File: src/rtl/fetch_unit.sv
// fetch_unit: instruction-fetch stage ahead of the single-cycle decode/control.
// Owns the PC and issues one instruction-memory request at a time. It holds the
// fetched word until downstream consumes it, then steps to pc+4 or to the
// redirect target chosen by pcsrc/jbmux. A target with bit 1 set parks the unit
// in a terminal fault state until reset. Consumed instructions are counted.
//
// Ports:
//   clk, rst_n                    clock, synchronous active-low reset
//   imem_req_valid/ready, addr    request channel (addr always equals pc)
//   imem_rsp_valid, rsp_data      response channel (only honoured while waiting)
//   instr_valid/ready             handshake to the decode stage
//   instr, instr_pc, instr_pc_plus4  held instruction, its PC, and PC+4
//   pcsrc, jbmux, immext, aluresult  next-PC controls, sampled on consume
//   fault                         sticky misaligned-target flag
//   instret                       count of consumed instructions
module fetch_unit #(
   parameter int unsigned      AW       = 32,
   parameter logic [AW-1:0]    RESET_PC = 32'hBFC0_0000
) (
   input  logic          clk,
   input  logic          rst_n,
   output logic          imem_req_valid,
   input  logic          imem_req_ready,
   output logic [AW-1:0] imem_addr,
   input  logic          imem_rsp_valid,
   input  logic [31:0]   imem_rsp_data,
   output logic          instr_valid,
   input  logic          instr_ready,
   output logic [31:0]   instr,
   output logic [AW-1:0] instr_pc,
   output logic [AW-1:0] instr_pc_plus4,
   input  logic          pcsrc,
   input  logic          jbmux,
   input  logic [AW-1:0] immext,
   input  logic [AW-1:0] aluresult,
   output logic          fault,
   output logic [31:0]   instret
);

   localparam logic [AW-1:0] PC_STEP  = AW'(4);
   localparam logic [AW-1:0] LSB_MASK = ~AW'(1);
   localparam logic [31:0]   NOP      = 32'h0000_0013;

   typedef enum logic [1:0] {
      S_REQ,
      S_WAIT,
      S_HOLD,
      S_FAULT
   } state_t;

   state_t        state_q, state_d;
   logic [AW-1:0] pc_q, pc_d;
   logic [AW-1:0] instr_pc_q, instr_pc_d;
   logic [31:0]   instr_q, instr_d;
   logic [31:0]   instret_q, instret_d;
   logic          instr_valid_q, instr_valid_d;
   logic          fault_q, fault_d;

   logic [AW-1:0] seq_pc;
   logic [AW-1:0] target_pc;
   logic [AW-1:0] next_pc;

   // State register
   always_ff @(posedge clk) begin
      if (!rst_n) begin
         state_q       <= S_REQ;
         pc_q          <= RESET_PC;
         instr_pc_q    <= RESET_PC;
         instr_q       <= NOP;
         instret_q     <= '0;
         instr_valid_q <= 1'b0;
         fault_q       <= 1'b0;
      end else begin
         state_q       <= state_d;
         pc_q          <= pc_d;
         instr_pc_q    <= instr_pc_d;
         instr_q       <= instr_d;
         instret_q     <= instret_d;
         instr_valid_q <= instr_valid_d;
         fault_q       <= fault_d;
      end
   end

   // Next-state and datapath
   always_comb begin
      state_d       = state_q;
      pc_d          = pc_q;
      instr_pc_d    = instr_pc_q;
      instr_d       = instr_q;
      instret_d     = instret_q;
      instr_valid_d = instr_valid_q;
      fault_d       = fault_q;

      seq_pc    = pc_q + PC_STEP;
      // JALR target drops bit 0 of rs1+imm; masking keeps every aluresult bit in use
      target_pc = jbmux ? (aluresult & LSB_MASK) : (instr_pc_q + immext);
      next_pc   = pcsrc ? target_pc : seq_pc;

      case (state_q)
         S_REQ: begin
            if (imem_req_ready) state_d = S_WAIT;
         end
         S_WAIT: begin
            if (imem_rsp_valid) begin
               instr_d       = imem_rsp_data;
               instr_pc_d    = pc_q;
               instr_valid_d = 1'b1;
               state_d       = S_HOLD;
            end
         end
         S_HOLD: begin
            if (instr_ready) begin
               instr_valid_d = 1'b0;
               if (next_pc[1]) begin
                  // Misaligned target: pc and instret keep their pre-fault values
                  fault_d = 1'b1;
                  state_d = S_FAULT;
               end else begin
                  pc_d      = next_pc;
                  instret_d = instret_q + 32'd1;
                  state_d   = S_REQ;
               end
            end
         end
         S_FAULT: begin
            state_d = S_FAULT;
         end
         default: begin
            state_d = S_FAULT;
         end
      endcase
   end

   // Outputs
   always_comb begin
      // Gated by rst_n so no request is presented during the reset cycle itself
      imem_req_valid = rst_n && (state_q == S_REQ);
      imem_addr      = pc_q;
      instr_valid    = instr_valid_q;
      instr          = instr_q;
      instr_pc       = instr_pc_q;
      instr_pc_plus4 = instr_pc_q + PC_STEP;
      fault          = fault_q;
      instret        = instret_q;
   end

endmodule

File: config.mk
export PLATFORM = sky130hd
export DESIGN_NAME = fetch_unit
export DESIGN_NICKNAME = d
export VERILOG_FILES = /design/src/rtl/fetch_unit.sv
export SDC_FILE = /design/constraint.sdc
export NUM_CORES = 1
export LEC_CHECK = 0
export ABC_CLOCK_PERIOD_IN_PS = 2800
export CORE_ASPECT_RATIO = 0.8
export CORE_UTILIZATION = 30
export DETAILED_ROUTE_END_ITERATION = 6
export GPL_TIMING_DRIVEN = 0
export PLACE_DENSITY = 0.58
export SETUP_SLACK_MARGIN = 0.4
export SYNTH_ARGS = -nofsm -noshare
export SYNTH_HDL_FRONTEND = slang
export SYNTH_SLANG_ARGS = --single-unit
File: constraint.sdc
create_clock -name clk -period 2.8 [get_ports clk]
set_input_delay 0.7 -clock clk [delete_from_list [all_inputs] [get_ports clk]]
set_output_delay 0.7 -clock clk [all_outputs]
set_load 0.03 [all_outputs]
==> impl_results.md <==
* Vias in the first global route at 9,251
* CP Max Fanout at 3
* Die width at 189.4 microns
* Final Hold Viols at 0
* Vias/cell at 5.265
* Layout Area Growth over Synthesis at 67.19%
* Core area at 27,430 sq um
* Initial Util at 30.71%
* Max-cap violations at 0
* Avg WL per Cell at 19.31 microns
* Vias at 9,719
* Number of flops mapped to enable cells by yosys at 0
* Initial antenna violation count at 0
* Clock transition at path regs at 0.08 ns
* Initial DRC count at 698
* Async set-reset flop share out of synthesis at 0%
* Cell with the most instances after synthesis: nand2_1
* Most common library cells after synthesis: 208 x nand2_1, 130 x dfxtp_1, 66 x a21oi_1
* Worst slew margin at 44.60%
* CTS Root Buffer Type: clkbuf_16
* Largest net degree at the start of global routing at 17
* CP endpoint kind: primary output
* Post-synthesis sequential area ratio at 30.89%
* Total grt overflow at 0
* Clk_skew at 0.01533 ns
* Post-Synthesis Cell Area at 8424 sq um
* Cell variety after synth at 76
* RSZ-0062 raised after global routing: true
* Hold WS at 0.4623 ns
* Tightest Pin Transition at 0.8310 ns
* Register bit count reported by yosys at 130
* Area leader, netlist: dfxtp_1
* Largest family of logic cells by synthesized area: simple AND/OR/NAND/NOR gates
* Synthesis Warnings at 0
* Total Wirelength at 35,650 microns
* CP Launch Type: register
* Status: finished with violations
* IO buf count at 260
* Routability cong. at 0.9221
* Compound-cell area share of the yosys netlist at 22.49%
* Post-Syn Instances at 1,111
* Worst min-delay path class: reg -> reg
* Critical Path AT at 2.32 ns
* Cell Rows at 54
* Post-synthesis mux area share at 1.649%
* Layout cells sized above 1 at 23.75%
* TritonCTS buffer count at 17
* Final Cycle Share at 107.7%
* Final WS setup at -0.2151 ns
* Die height at 151.9 microns
* Worst path cell trace: and3_4 -> and3_4 -> and4_4 -> inv_2 -> nor2_4 -> nand4_1 -> buf_6 -> nor2_4 -> xor2_4 -> buf_6
* Gr usage total at 24.22%
* # IOs at 266
* CTS tree: built
* Clock sink total at 130
* Setup Viol. Count Final at 15
* Peak supply drop at 349.2 uV
* # DRC at 0
* Die area at 28,760 sq um
* Final core occ at 51.35%
* Final Max Tran Viols at 0
* Clock buffer depth at 2
* XOR/XNOR Fraction of Synth Area at 7.589%
* Post-Synth Adder-Cell Area at 5.050%
* Top cells by area, synth: dfxtp_1 31%, nand2_1 9.3%, a21boi_0 5.2%
* Max Fclk at 0.3317 GHz
* Synth Flop Type: dfxtp_1
* Violated checks: negative setup slack
* Critical Path RT at 2.10 ns
* Placed wire-length estimate at 25,780 microns
* Ant diodes at 0
* Post-route ant nets at 0
* Yosys top cell area share at 30.89%
* # hold bufs at CTS at 0
* H-tree levels at 4
* Fin crit period at 3.015 ns
* Pre-antenna DRT Iters at 5
* Leakage at 5.511 nW
* Nets@finish at 1,606
* Worst skew pair latency at 0.43 ns
* First-pass GRT wire length at 54,110 microns
* CP max-delay cell: dfxtp_4
* Power density over cell area at 371.6 nW/um^2
* Crit Path Class: reg -> out
* Avg Inst Size Synth at 7.583 sq um
* TNS Setup at -2.007 ns
* Post-Synth Simple-Gate Area at 28.29%
* CP max stage delay at 0.35 ns
-- metal layers --
| metal | vias up | GRT usage (%) | wire length, microns | part of all wire, % |
|---|---|---|---|---|
| met5 | - | 0 | 0 | 0 |
| met4 | 0 | 5.300 | 495 | 1.4 |
| met2 | 381 | 37.66 | 15670 | 44 |
| met3 | 35 | 6.329 | 2854 | 8.0 |
| li1 | 4670 | - | - | - |
| met1 | 4633 | 33.38 | 16630 | 47 |
-- worst max-delay path: cells and delay by family, from the launching register on --
kind | cells | cell delay, ns
and+or+nand+nor | 6 | 1.04
buffers and inverters | 3 | 0.35
DFF | 1 | 0.35
xor gates and xnor gates | 1 | 0.15
-- cell usage in the layout, fill, tap and decap left out, types with 16 or more instances in the layout --
cell type	instances
nand2_1	202
clkdlybuf4s50_1	187
dfxtp_1	108
buf_4	69
a21boi_0	58
nor2_1	51
nand3_1	47
a21oi_1	44
buf_6	39
o21ai_0	39
xnor2_1	34
clkbuf_1	32
and2_1	29
dlygate4sd2_1	23
and3_1	22
xor2_1	21
ha_4	21
nand4_1	20
clkbuf_16	20
a21oi_2	17
nor3_1	16
dlymetal6s2s_1	16
-- state kept, by name, summed over array words and instances (netlist names) --
register     flops
instr_valid      1
instr_pc        31
imem_addr       31
state_q          2
instret         32
instr           32
fault            1
-- kinds of logic (layout without fill, tap and decap cells) --
family	after synthesis	after routing
buffers and inverters	81	450
XOR/XNOR	73	73
other	1	3
flip-flops	130	130
AND/OR/NAND/NOR	491	491
adder cells (fa/ha/maj)	34	34
AO/OA/AOI/OAI	288	288
multiplexers	13	13
-- path summary, 6_finish.rpt --
path                                      endpoint  depth (start not counted)  slack (ns)          from
worst max-delay path            instr_pc_plus4[31]                         10       -0.22  instr_pc[11]
worst min-delay path                     instr[19]                          2        0.46     instr[19]
worst max register to register       imem_addr[22]                         12        0.10  instr_pc[11]
worst min register to register           instr[19]                          2        0.46     instr[19]
-- power breakdown --
group / switching, mW / total, mW / internal (mW) / leakage, nW
Sequential: 0.0592 / 1.94 / 1.88 / 1.07
Combinational: 0.598 / 1.08 / 0.484 / 4.18
Clock: 1.03 / 2.21 / 1.17 / 0.268
Total: 1.69 / 5.23 / 3.54 / 5.51
-- metrics by stage --
step / std cells / total power, mW / area (sq um) / worst slack, ns
after CTS: 1823 / 5.250 / 13620 / -0.2610
final: 1846 / 5.234 / 14080 / -0.2151
after floorplan: 1113 / 2.538 / 9107 / 0.03045
after global routing: 1846 / 5.441 / 14080 / -0.3410
after detailed placement: 1737 / 2.974 / 12170 / -1.153
after global placement: 1737 / 2.968 / 12170 / -1.091
-- cell type report --
cell class	instances	area [sq um]
Clock buffer	17	425.4
Sequential cell	130	2655
Tap cell	364	455.4
Fill cell	2665	13350
Buffer	66	422.9
Clock inverter	15	135.1
Multi-Input combinational cell	902	6686
Timing Repair Buffer	337	3248
Inverter	15	56.30
-- what timing repair did --
action / CTS / global route
gates cloned: 0 / 0
resized for setup: 335 / 80
pin swaps: 68 / 33
buffers inserted: 54 / 23
setup endpoints to repair: 155 / 70
No activity file was read; power rests on OpenSTA's default activity.
